File: src/rtl/vc_arb_pkg.sv
// Shared types and helpers for the per-input-port VC arbiter.
// Optional starvation guard is selected by VC_INPUT_ARB_STARVE_GUARD_EN (see vc_input_arbiter).
package vc_arb_pkg;

    localparam int DEF_VC_NUM     = 3;
    localparam int DEF_PRIO_NUM   = 2;
    localparam int DEF_OUTPUT_NUM = 8;
    localparam int DEF_VN         = DEF_VC_NUM * DEF_PRIO_NUM;
    localparam int VC_IDX_W       = $clog2(DEF_VN);
    localparam int DEST_W         = $clog2(DEF_OUTPUT_NUM);

    // Widest class the rotating picker supports.
    localparam int MAX_VC   = 16;
    localparam int MAX_VC_W = 4;

    typedef enum logic [1:0] {
        IDLE = 2'd0,
        REQ  = 2'd1,
        XFER = 2'd2
    } arb_state_t;

    typedef logic [VC_IDX_W-1:0] vc_idx_t;
    typedef logic [DEST_W-1:0]   dest_t;

    typedef struct packed {
        logic                found;
        logic [MAX_VC_W-1:0] idx;
    } rr_pick_t;

    // First set bit of req[n-1:0] at or after ptr, wrapping around.
    function automatic rr_pick_t rr_first(input logic [MAX_VC-1:0] req, input int n, input int ptr);
        rr_pick_t    res;
        int unsigned idx;
        res = '0;
        for (int i = 0; i < MAX_VC; i++) begin
            idx = unsigned'((ptr + i) % n);
            if (i < n && !res.found && req[idx[MAX_VC_W-1:0]]) begin
                res.found = 1'b1;
                res.idx   = idx[MAX_VC_W-1:0];
            end
        end
        return res;
    endfunction

endpackage

File: src/rtl/rr_class_picker.sv
// Round-robin picker for the VCs of one priority class; pointer advances
// past the winner when its packet finishes.
module rr_class_picker
    import vc_arb_pkg::*;
#(
    parameter int N  = DEF_VC_NUM,
    parameter int LW = (N > 1) ? $clog2(N) : 1
) (
    input  logic          clk,
    input  logic          resetn,
    input  logic [N-1:0]  i_req,
    input  logic          i_upd,
    input  logic [LW-1:0] i_upd_idx,
    output logic          o_found,
    output logic [LW-1:0] o_idx
);

    logic [LW-1:0] r_ptr;
    rr_pick_t      w_pick;

    assign w_pick  = rr_first(MAX_VC'(i_req), N, int'(r_ptr));
    assign o_found = w_pick.found;
    assign o_idx   = LW'(w_pick.idx);

    // Next search starts just after the VC that completed a packet.
    always_ff @(posedge clk or negedge resetn) begin
        if (!resetn)
            r_ptr <= '0;
        else if (i_upd)
            r_ptr <= (i_upd_idx == LW'(N - 1)) ? '0 : i_upd_idx + 1'b1;
    end

endmodule

File: src/rtl/vc_input_arbiter.sv
// Per-input-port VC arbiter: strict priority between classes, round-robin
// inside a class, grant held from allocator cts until the packet's last beat.
// Define VC_INPUT_ARB_STARVE_GUARD_EN to let a lower class that has been
// bypassed STARVE_MAX times win the next selection.
module vc_input_arbiter
    import vc_arb_pkg::*;
#(
    parameter int vc_num     = DEF_VC_NUM,
    parameter int prio_num   = DEF_PRIO_NUM,
    parameter int output_num = DEF_OUTPUT_NUM,
`ifdef VC_INPUT_ARB_STARVE_GUARD_EN
    parameter int STARVE_MAX = 15,
`endif
    localparam int VN = vc_num * prio_num,
    localparam int VW = $clog2(VN),
    localparam int DW = $clog2(output_num)
) (
    input  logic                  clk,
    input  logic                  resetn,
    input  logic [VN-1:0]         has_packet,
    input  logic [VN-1:0][DW-1:0] dest_i,
    input  logic [VN-1:0][VW-1:0] output_vc_i,
    input  logic                  cts,
    input  logic                  last,
    output logic                  o_req,
    output logic [DW-1:0]         o_req_dest,
    output logic [VW-1:0]         o_req_out_vc,
    output logic [VW-1:0]         selected_vc,
    output logic                  o_granted
);

    localparam int LW = (vc_num > 1) ? $clog2(vc_num) : 1;
    localparam int CW = (prio_num > 1) ? $clog2(prio_num) : 1;

    arb_state_t                   r_state;
    logic [CW-1:0]                r_sel_cls;
    logic [LW-1:0]                r_sel_loc;
    logic [prio_num-1:0]          w_cls_found;
    logic [prio_num-1:0][LW-1:0]  w_cls_idx;
    logic [prio_num-1:0]          w_upd;
    logic                         w_win_found;
    logic [CW-1:0]                w_win_cls;
    logic [LW-1:0]                w_win_loc;
    logic [VW-1:0]                w_win_vc;

    for (genvar c = 0; c < prio_num; c++) begin : g_cls
        assign w_upd[c] = (r_state == XFER) && last && (r_sel_cls == CW'(c));
        rr_class_picker #(.N(vc_num), .LW(LW)) u_pick (
            .clk       (clk),
            .resetn    (resetn),
            .i_req     (has_packet[c*vc_num +: vc_num]),
            .i_upd     (w_upd[c]),
            .i_upd_idx (r_sel_loc),
            .o_found   (w_cls_found[c]),
            .o_idx     (w_cls_idx[c])
        );
    end

`ifdef VC_INPUT_ARB_STARVE_GUARD_EN
    localparam int SW = $clog2(STARVE_MAX + 1);
    logic [prio_num-2:0][SW-1:0] r_starve;

    // Count higher-class grants taken while a lower class waits; clear when it is served.
    always_ff @(posedge clk or negedge resetn) begin
        if (!resetn) begin
            r_starve <= '0;
        end else if (r_state == REQ && cts) begin
            for (int c = 0; c < prio_num - 1; c++) begin
                if (r_sel_cls == CW'(c))
                    r_starve[c] <= '0;
                else if (int'(r_sel_cls) > c && w_cls_found[c] && r_starve[c] != SW'(STARVE_MAX))
                    r_starve[c] <= r_starve[c] + 1'b1;
            end
        end
    end
`endif

    // Highest non-empty class wins (a starved class overrides when guarded).
    always_comb begin
        w_win_found = 1'b0;
        w_win_cls   = '0;
        for (int c = 0; c < prio_num; c++) begin
            if (w_cls_found[c]) begin
                w_win_found = 1'b1;
                w_win_cls   = CW'(c);
            end
        end
`ifdef VC_INPUT_ARB_STARVE_GUARD_EN
        for (int c = 0; c < prio_num - 1; c++) begin
            if (w_cls_found[c] && r_starve[c] == SW'(STARVE_MAX))
                w_win_cls = CW'(c);
        end
`endif
        w_win_loc = w_cls_idx[w_win_cls];
        w_win_vc  = VW'(int'(w_win_cls) * vc_num + int'(w_win_loc));
    end

    // IDLE -> REQ -> XFER -> IDLE with registered request/grant outputs.
    always_ff @(posedge clk or negedge resetn) begin
        if (!resetn) begin
            r_state      <= IDLE;
            r_sel_cls    <= '0;
            r_sel_loc    <= '0;
            o_req        <= 1'b0;
            o_granted    <= 1'b0;
            o_req_dest   <= '0;
            o_req_out_vc <= '0;
            selected_vc  <= '0;
        end else begin
            case (r_state)
                IDLE: begin
                    if (w_win_found) begin
                        r_state      <= REQ;
                        o_req        <= 1'b1;
                        selected_vc  <= w_win_vc;
                        r_sel_cls    <= w_win_cls;
                        r_sel_loc    <= w_win_loc;
                        o_req_dest   <= dest_i[w_win_vc];
                        o_req_out_vc <= output_vc_i[w_win_vc];
                    end
                end
                REQ: begin
                    // A grant beats a simultaneous withdraw.
                    if (cts) begin
                        r_state   <= XFER;
                        o_req     <= 1'b0;
                        o_granted <= 1'b1;
                    end else if (!has_packet[selected_vc]) begin
                        r_state <= IDLE;
                        o_req   <= 1'b0;
                    end
                end
                XFER: begin
                    if (last) begin
                        r_state   <= IDLE;
                        o_granted <= 1'b0;
                    end
                end
                default: r_state <= IDLE;
            endcase
        end
    end

endmodule
File: config.mk
export PLATFORM = sky130hd
export DESIGN_NAME = vc_input_arbiter
export DESIGN_NICKNAME = d
export VERILOG_FILES = /design/src/rtl/vc_arb_pkg.sv /design/src/rtl/rr_class_picker.sv /design/src/rtl/vc_input_arbiter.sv
export SDC_FILE = /design/constraint.sdc
export NUM_CORES = 1
export LEC_CHECK = 0
export ABC_CLOCK_PERIOD_IN_PS = 8750
export CAP_MARGIN = 20
export CORE_ASPECT_RATIO = 0.5
export CORE_MARGIN = 4
export CORE_UTILIZATION = 35
export DETAILED_ROUTE_END_ITERATION = 7
export HOLD_SLACK_MARGIN = 0.1
export PLACE_DENSITY_LB_ADDON = 0.08
export REMOVE_ABC_BUFFERS = 1
export SETUP_SLACK_MARGIN = 0.5
export SYNTH_ARGS = -nofsm -noshare
export SYNTH_HDL_FRONTEND = slang
export SYNTH_SLANG_ARGS = --single-unit
export TNS_END_PERCENT = 1
File: constraint.sdc
create_clock -name clk -period 8.75 [get_ports clk]
set_input_delay 2.625 -clock clk [delete_from_list [all_inputs] [get_ports clk]]
set_output_delay 2.625 -clock clk [all_outputs]
set_load 0.05 [all_outputs]
-- After elaboration in Yosys (flattened, before gate mapping)
Index checks and enable logic that the tools add are counted.
- flip-flop bits (word level): 20
- input bits: 46
- output and inout port bits: 11
- word-level logic and storage cells: 100
- add/subtract/negate cells: 6
- multiply operators: 1
- divide/modulo/power cells: 6
- order comparisons: 9
- equal/unequal tests: 7
- muxes and demuxes: 42
- bitwise operators: 1
- reductions and logical operators: 18
- operators by type and width (kind ; count):
    modulo 32 x 3 -> 32 bit (second input constant) ; 4
    modulo 3 x 3 -> 32 bit (second input constant) ; 2
    less-than comparator 4 x 5 -> 1 bit (second input constant) ; 6
    2-to-1 mux 5 bit ; 6
    binary-select mux 1 bit (select 4 bit) ; 6
    binary-select mux 3 bit (select 3 bit) ; 2
    2-to-1 mux 1 bit ; 15
    2-to-1 mux 2 bit ; 7
    AND reduction 3 bit ; 3
    less-than comparator 3 x 4 -> 1 bit (second input constant) ; 2
    logical AND 1 bit ; 7
    adder 2 x 1 -> 3 bit (second input constant) ; 2
    adder 2 x 2 -> 3 bit (second input constant) ; 2
    2-to-1 mux 3 bit ; 2
    inequality test 2 bit (second input constant) ; 3
    one-hot mux 2 bit (3 select lines) ; 1
    == test 2 bit (second input constant) ; 2
    logical NOT 1 bit ; 4
    one-hot mux 1 bit (2 select lines) ; 2
    nonzero test 2 bit ; 2
    adder 3 x 2 -> 3 bit ; 1
    binary-select mux 1 bit (select 3 bit) ; 1
    multiplier 1 x 2 -> 3 bit (second input constant) ; 1
    inequality test 3 bit (second input constant) ; 1
    6 further kinds ; 6

-- Longest topological paths before layout
Gate-level depths: netlist of the first run.
- word-level depth: 16
- gate-level depth with buffers: 16
- depth with buffers taken out: 15

-- Cells and area by module
From an unflattened synthesis of the first run, not the netlist that was laid out.
- cells, all modules: 195
- area, all modules: 1883.1 um2
- modules (own cells, without submodules) (module ; times used ; cells each ; area an instance (um2) ; sequential area each (um2)):
    vc_input_arbiter ; 1 ; 97 ; 1082.3 ; 400.4
    rr_class_picker ; 2 ; 49 ; 400.4 ; 50.0

-- Worst setup path before layout of the first run
Ideal clock, no wire load.
- kind: input to register
- from: in has_packet[3]
- to: reg o_req_dest[1]
- library setup time: 0.125 ns
- data arrival time: 5.205 ns
- data required time: 8.625 ns
- setup slack: 3.420 ns
- stages on the path: 11
- buffers on the path: 2
- path through: o21a_1 -> o211ai_2 -> nand4_4 -> o311a_1 -> ha_1 -> clkbuf_1 -> buf_2 -> mux4_2 -> inv_1 -> o22ai_1 -> mux2_4
- cells in the longest elaborated chain, start to end: 15
- elaborated cells on any way between the ends: 22
- those cells by class: 1 x add/sub; 1 x mul; 15 x mux; 5 x reduce/logical
- RTL lines (what ; RTL line ; RTL):
    from (decl) ; vc_input_arbiter.sv:20 ; input logic [VN-1:0] has_packet,
    binary-select mux 1 bit (select 4 bit) ; vc_arb_pkg.sv:37 ; if (i < n && !res.found && req[idx[MAX_VC_W-1:0]]) begin
    2-to-1 mux 1 bit (not written as such) ; vc_arb_pkg.sv:37 ;
    2-to-1 mux 5 bit ; vc_arb_pkg.sv:37 ;
    logical NOT 1 bit ; vc_arb_pkg.sv:37 ;
    logical AND 1 bit ; vc_arb_pkg.sv:37 ;
    2-to-1 mux 5 bit ; vc_arb_pkg.sv:37 ;
    logical NOT 1 bit ; vc_arb_pkg.sv:37 ;
    logical AND 1 bit ; vc_arb_pkg.sv:37 ;
    2-to-1 mux 5 bit * ; vc_arb_pkg.sv:37 ;
    named net g_cls[1].u_pick.o_found ; rr_class_picker.sv:14 ; output logic o_found,
    2-to-1 mux 1 bit * ; vc_input_arbiter.sv:83 ; if (w_cls_found[c]) begin
    2-to-1 mux 2 bit (not written as such) * (2 in series) ; vc_input_arbiter.sv:94 ; w_win_loc = w_cls_idx[w_win_cls];
    named net w_win_loc[0] ; vc_input_arbiter.sv:43 ; logic [LW-1:0] w_win_loc;
    adder 3 x 2 -> 3 bit * ; vc_input_arbiter.sv:95 ; w_win_vc = VW'(int'(w_win_cls) * vc_num + int'(w_win_loc));
    named net w_win_vc[0] ; vc_input_arbiter.sv:44 ; logic [VW-1:0] w_win_vc;
    binary-select mux 3 bit (select 3 bit) * ; vc_input_arbiter.sv:118 ; o_req_dest <= dest_i[w_win_vc];
    2-to-1 mux 3 bit (not written as such) * ; vc_input_arbiter.sv:118 ;
    to (signal assigned) ; vc_input_arbiter.sv:118 ;
    to (decl) ; vc_input_arbiter.sv:26 ; output logic [DW-1:0] o_req_dest,
The timed path passes the listed nets; every way through them passes the cells marked *. The select of a mux whose other input is x is not followed.
A chain may end at the register's enable or synchronous reset.

-- Worst setup path after layout of the first run
- from: in has_packet[2]
- to: reg o_req_out_vc[0]
- cells in the longest elaborated chain, start to end: 14
- elaborated cells on any way between the ends: 21
- those cells by class: 1 x add/sub; 15 x mux; 5 x reduce/logical
- RTL lines (what ; RTL line ; RTL):
    binary-select mux 1 bit (select 4 bit) ; vc_arb_pkg.sv:37 ;
    2-to-1 mux 1 bit (not written as such) ; vc_arb_pkg.sv:37 ;
    2-to-1 mux 5 bit ; vc_arb_pkg.sv:37 ;
    logical NOT 1 bit ; vc_arb_pkg.sv:37 ;
    logical AND 1 bit ; vc_arb_pkg.sv:37 ;
    2-to-1 mux 5 bit ; vc_arb_pkg.sv:37 ;
    logical NOT 1 bit ; vc_arb_pkg.sv:37 ;
    logical AND 1 bit ; vc_arb_pkg.sv:37 ;
    2-to-1 mux 5 bit * ; vc_arb_pkg.sv:37 ;
    2-to-1 mux 2 bit (not written as such) * (2 in series) ; vc_input_arbiter.sv:94 ;
    named net w_win_loc[0] ; vc_input_arbiter.sv:43 ;
    adder 3 x 2 -> 3 bit * ; vc_input_arbiter.sv:95 ;
    named net w_win_vc[0] ; vc_input_arbiter.sv:44 ;
    binary-select mux 3 bit (select 3 bit) * ; vc_input_arbiter.sv:119 ; o_req_out_vc <= output_vc_i[w_win_vc];
    2-to-1 mux 3 bit (not written as such) * ; vc_input_arbiter.sv:119 ;
    to (signal assigned) ; vc_input_arbiter.sv:119 ;
    to (decl) ; vc_input_arbiter.sv:27 ; output logic [VW-1:0] o_req_out_vc,
Marked as above.

==> results of run 1 <==
layer usage:
metal | GRT usage | wire, um | vias to the layer above
met1 | 0.1823 | 1910 | 701
met5 | 0 | 0 | -
met3 | 0.04491 | 407 | 4
li1 | - | - | 733
met4 | 0.01954 | 19 | 0
met2 | 0.2216 | 1865 | 68
sequential cells by signal (all words and copies together) (netlist names):
signal              cells
r_sel_loc               2
g_cls.u_pick.r_ptr      4
selected_vc             3
o_req_out_vc            3
o_req_dest              3
o_req                   1
r_sel_cls               1
o_granted               1
r_state                 2
worst paths after layout:
| check | start | end | slack (ns) |
|---|---|---|---|
| worst max-delay path | has_packet[2] | o_req_out_vc[0] | 3.00 |
| max in group asynchronous | resetn | o_req_out_vc[2] | 5.35 |
| worst min register to register | o_req | o_req | 0.48 |
| min in group asynchronous | resetn | r_state[1] | 2.87 |
| worst max register to register | g_cls[1].u_pick.r_ptr[0] | o_req_out_vc[0] | 4.93 |
| worst min-delay path | o_req | o_req | 0.48 |
cell type report:
| class | instances | area [um2] | area share |
|---|---|---|---|
| Clock buffer | 3 | 41.29 | 0.01677 |
| Sequential cell | 20 | 500.5 | 0.2033 |
| Timing Repair Buffer | 56 | 560.5 | 0.2276 |
| Inverter | 17 | 63.81 | 0.02591 |
| Tap cell | 70 | 87.58 | 0.03557 |
| Multi-Input combinational cell | 133 | 1209 | 0.4909 |
metrics by stage:
step | util | hold slack [ns] | setup slack, ns | cells | cell area, um2
2_1_floorplan | - | 0.4976 | 3.509 | 170 | 1773
6_report | 0.4947 | 0.4790 | 3.000 | 299 | 2462
5_1_grt | 0.4947 | 0.5323 | 2.784 | 299 | 2462
3_5_place_dp | 0.4864 | 0.4688 | 2.675 | 296 | 2421
4_1_cts | 0.4947 | 0.4892 | 2.944 | 299 | 2462
3_3_place_gp | 0.4864 | 0.4720 | 2.767 | 296 | 2421
logic make-up (layout without fill, tap and decap cells):
family | count (synthesis) | after routing
and+or+nand+nor | 53 | 53
adders and majority gates | 18 | 18
AOI/OAI and AO/OA | 28 | 28
muxes | 34 | 34
buffers and inverters | 23 | 76
DFF | 20 | 20
worst max-delay path: stages:
cell and delay (ns):
clkdlybuf4s50_1 0.55, nand2_1 0.10, a21oi_1 0.22, nor2_1 0.07, a41o_1 0.23, o311a_1 0.36, ha_1 0.73, mux4_2 0.58
inv_1 0.07, o22ai_1 0.06, mux2_2 0.27
Yosys cell counts, types with 2 or more instances:
library cell  count  share of area
dfrtp_1          20           0.28
ha_1             17           0.12
inv_1            17          0.035
nand2_1          14          0.029
mux2i_1          13          0.072
nor2_1           10          0.021
mux2_4            8          0.066
nand2b_1          8          0.028
mux4_2            7          0.087
mux2_2            6          0.037
o21ai_0           6          0.017
o22ai_1           6          0.021
nand3_1           5          0.014
a21o_1            3          0.012
a21oi_1           3         0.0083
nand3b_1          3          0.012
and3_1            2         0.0069
buf_1             2         0.0041
nor2b_1           2         0.0069
nor3_1            2         0.0055
o311a_1           2          0.011
==> impl_metrics.env, run 1 <==
export IMPL_startpoint_type="input port"
export IMPL_status="finished clean"
export IMPL_cts_path_max_buffers=2
export IMPL_post_route_drc_count=0
export IMPL_ys_flop_type="dfrtp_1"
export IMPL_syn_area_um2=1815
export IMPL_ys_warn_count=0
export IMPL_numCtsBuffers=3
export IMPL_fillers=478
export IMPL_synth_top_family_by_area="multiplexers"
export IMPL_grt_overflow=0
export IMPL_synth_simple_area_share=0.1626
export IMPL_reg2regPathDepth=14
export IMPL_post_drt_wl_per_cell_um=14.05
export IMPL_grt_start_max_net_pins=21
export IMPL_cp_required_ns=8.89
export IMPL_diodes=0
export IMPL_crit_path_end_kind="flop"
export IMPL_die_area_um2=6473
export IMPL_synth_compound_area_share=0.1130
export IMPL_yosysSeqAreaShare=0.2757
export IMPL_syn_avg_cell_area_um2=10.32
export IMPL_port_buffers=56
export IMPL_ant_nets=0
export IMPL_synth_seq_cells=20
export IMPL_synth_cell_types=41
export IMPL_synthArstFlopShare=1.000
export IMPL_cts_tree="done"
export IMPL_initial_utilization=0.3648
export IMPL_layout_drive_gt1_share=0.1310
export IMPL_synth_edf_count=0
export IMPL_synthMuxAreaShare=0.2619
export IMPL_areaGrowthSynthToFinish_pct=35.63
export IMPL_via_per_inst=5.037
export IMPL_drv_cap=0
export IMPL_core_um2=4977
export IMPL_first_global_vias=1561
export IMPL_clk_pin_slew_worst_paths_ns=0.07
export IMPL_skew_ns=0.002640
export IMPL_rows=18
export IMPL_crit_type="input port to flop"
export IMPL_worstMarginPinSlew_ns=0.8700
export IMPL_slew_headroom=0.4182
export IMPL_vias=1506
export IMPL_drt_total_wl_mm=4.202
export IMPL_routabilityCongestion=0.8004
export IMPL_nets=295
export IMPL_post_dp_hpwl_mm=3.413
export IMPL_initialDrtViolationCount=44
export IMPL_fin_crit_ns=5.750
export IMPL_yosys_area_share_xor_xnor=0
export IMPL_h_tree_depth=1
export IMPL_tns_ns=0
export IMPL_drv_slew=0
export IMPL_grt_antenna_before_repair=0
export IMPL_die_x_um=109.9
export IMPL_io_pin_count=57
export IMPL_finalHoldViolations=0
export IMPL_grt_pass1_wl_mm=6.975
export IMPL_cts_repair_resized=0
export IMPL_rsz0062_at_grt="false"
export IMPL_hold_path_cell_count=1
export IMPL_setup_viol=0
export IMPL_cts_sinks=20
export IMPL_drtPass1Iterations=5
export IMPL_path_max_fanout=13
export IMPL_cts_setup_buffers=0
export IMPL_mostFrequentLayoutCell="clkdlybuf4s50_1"
export IMPL_clock_root_buffer="clkbuf_8"
export IMPL_hold_class="flop to flop"
export IMPL_arrival_ns=5.89
export IMPL_final_cell_mix="56 x clkdlybuf4s50_1, 20 x dfrtp_1, 17 x inv_1, 17 x ha_1, 14 x nand2_1"
export IMPL_syn_instance_count=176
export IMPL_holdBufCountCts=0
export IMPL_finalCritPeriodShare=0.6572
export IMPL_fmaxAchievable_ghz=0.1739
export IMPL_clk_latency_ns=0.25
export IMPL_grt_total_usage=0.1363
export IMPL_dieHeight_um=58.93
export IMPL_synthAdderAreaFrac=0.1282
Power of run 1 is not shown: default switching activity piles up to over one toggle a cycle in this logic, so the estimate is an artifact.
==> inputs of run 2 (changes only) <==
--- a/config.mk
+++ b/config.mk
@@ -5,7 +5,7 @@
 export SDC_FILE = /design/constraint.sdc
 export NUM_CORES = 1
 export LEC_CHECK = 0
-export ABC_CLOCK_PERIOD_IN_PS = 8750
+export ABC_CLOCK_PERIOD_IN_PS = 5850
 export CAP_MARGIN = 20
 export CORE_ASPECT_RATIO = 0.5
 export CORE_MARGIN = 4
==> constraint.sdc (replaced) <==
create_clock -name clk -period 5.85 [get_ports clk]
set_input_delay 1.755 -clock clk [delete_from_list [all_inputs] [get_ports clk]]
set_output_delay 1.755 -clock clk [all_outputs]
set_load 0.05 [all_outputs]
==> run 2 against run 1 <==
Worst setup slack got worse by 2.1 ns. Final cell count unchanged. Global-route usage decreased by 0.15 points. Routed wire length increased by 0.81%. Register-to-register slack got worse by 2.9 ns. First-iteration DRC count increased by 16%. Clock skew decreased by 0.0016 ns. Highest routed layer unchanged.
==> impl_metrics.env, run 2 (synthesis gave the netlist of run 1 again) <==
export IMPL_fin_crit_ns=4.905
export IMPL_initialDrtViolationCount=51
export IMPL_worstMarginPinSlew_ns=0.8766
export IMPL_cts_setup_buffers=0
export IMPL_finalHoldViolations=0
export IMPL_finalCritPeriodShare=0.8385
export IMPL_diodes=0
export IMPL_clk_pin_slew_worst_paths_ns=0.07
export IMPL_drt_total_wl_mm=4.236
export IMPL_skew_ns=0.001025
export IMPL_mostFrequentLayoutCell="clkdlybuf4s50_1"
export IMPL_grt_start_max_net_pins=21
export IMPL_rows=18
export IMPL_dieHeight_um=58.93
export IMPL_clk_latency_ns=0.25
export IMPL_cts_repair_resized=0
export IMPL_grt_use_met3=0.04272
export IMPL_post_drt_wl_per_cell_um=14.17
export IMPL_hold_class="flop to flop"
export IMPL_status="finished clean"
export IMPL_h_tree_depth=1
export IMPL_clock_root_buffer="clkbuf_8"
export IMPL_core_um2=4977
export IMPL_vias=1452
export IMPL_grt_antenna_before_repair=0
export IMPL_regMostFlops="g_cls.u_pick.r_ptr"
export IMPL_slew_headroom=0.4138
export IMPL_areaGrowthSynthToFinish_pct=35.63
export IMPL_drv_slew=0
export IMPL_rsz0062_at_grt="false"
export IMPL_routabilityCongestion=0.8079
export IMPL_cp_required_ns=5.99
export IMPL_io_pin_count=57
export IMPL_drv_cap=0
export IMPL_cts_path_max_buffers=2
export IMPL_ant_nets=0
export IMPL_die_x_um=109.9
export IMPL_numCtsBuffers=3
export IMPL_layout_drive_gt1_share=0.1310
export IMPL_arrival_ns=5.05
export IMPL_grt_overflow=0
export IMPL_grt_use_met1=0.1927
export IMPL_post_route_drc_count=0
export IMPL_fmaxAchievable_ghz=0.2039
export IMPL_worst_slack_ns=0.9448
export IMPL_startpoint_type="input port"
export IMPL_nets=295
export IMPL_cts_sinks=20
export IMPL_die_area_um2=6473
export IMPL_holdBufCountCts=0
export IMPL_tns_ns=0
export IMPL_crit_type="input port to flop"
export IMPL_grt_total_usage=0.1348
export IMPL_grt_pass1_wl_mm=6.920
export IMPL_port_buffers=56
export IMPL_final_cell_mix="56 x clkdlybuf4s50_1, 20 x dfrtp_1, 17 x inv_1, 17 x ha_1, 14 x nand2_1"
export IMPL_post_dp_hpwl_mm=3.412
export IMPL_setup_viol=0
export IMPL_initial_utilization=0.3648
export IMPL_globalRoute_busiestLayer="met2"
export IMPL_path_max_fanout=13
export IMPL_gr_usage_met2=0.2026
export IMPL_cts_tree="done"
export IMPL_crit_path_end_kind="flop"
export IMPL_pre_cts_ws_ns=0.6560
export IMPL_largest_register_ffs=4
export IMPL_via_per_inst=4.856
export IMPL_first_global_vias=1475
export IMPL_drtPass1Iterations=4
-- run 2: cell counts in the layout (fill, tap and decap cells not counted) --
Identical to the previous run, type by type.
-- run 2: through the flow --
step | util | cells | instance area, um2 | hold WS, ns
finish | 0.4947 | 299 | 2462 | 0.4842
global route | 0.4947 | 299 | 2462 | 0.5058
CTS | 0.4947 | 299 | 2462 | 0.4908
detailed placement | 0.4864 | 296 | 2421 | 0.4658
global placement | 0.4864 | 296 | 2421 | 0.4716
floorplan | - | 170 | 1773 | 0.4976
-- run 2: cell type report --
cell class | count | area, um2
Sequential cell | 20 | 500.5
Fill cell | 477 | 2515
Inverter | 17 | 63.81
Timing Repair Buffer | 56 | 560.5
Tap cell | 70 | 87.58
Clock buffer | 3 | 41.29
Multi-Input combinational cell | 133 | 1209
-- run 2: path summary, 6_finish.rpt --
path	startpoint	depth (start not counted)	end	slack [ns]
worst max-delay path	has_packet[2]	11	o_req_out_vc[1]	0.94
worst max register to register	g_cls[1].u_pick.r_ptr[0]	14	o_req_out_vc[1]	2.06
worst min-delay path	o_req	1	o_req	0.48
min in group asynchronous	resetn	1	r_state[1]	2.00
worst min register to register	o_req	1	o_req	0.48
max in group asynchronous	resetn	1	o_req_dest[1]	3.32
-- run 2: critical path, stage by stage --
cell             delay [ns]
clkdlybuf4s50_1        0.57
nand2_1                0.11
a21oi_1                0.22
nor2_1                 0.07
a41o_1                 0.24
o311a_1                0.36
ha_1                   0.73
mux4_2                 0.59
inv_1                  0.06
o22ai_1                0.06
mux2_2                 0.27
-- run 2: layer usage --
metal / part of all wire / wire length (um) / vias to the layer above
li1: - / - / 726
met1: 0.48 / 2026 / 668
met2: 0.41 / 1749 / 56
met3: 0.10 / 436 / 2
met4: 0.0054 / 23 / 0
met5: 0 / 0 / -
Power of run 2 is left out for the same reason.
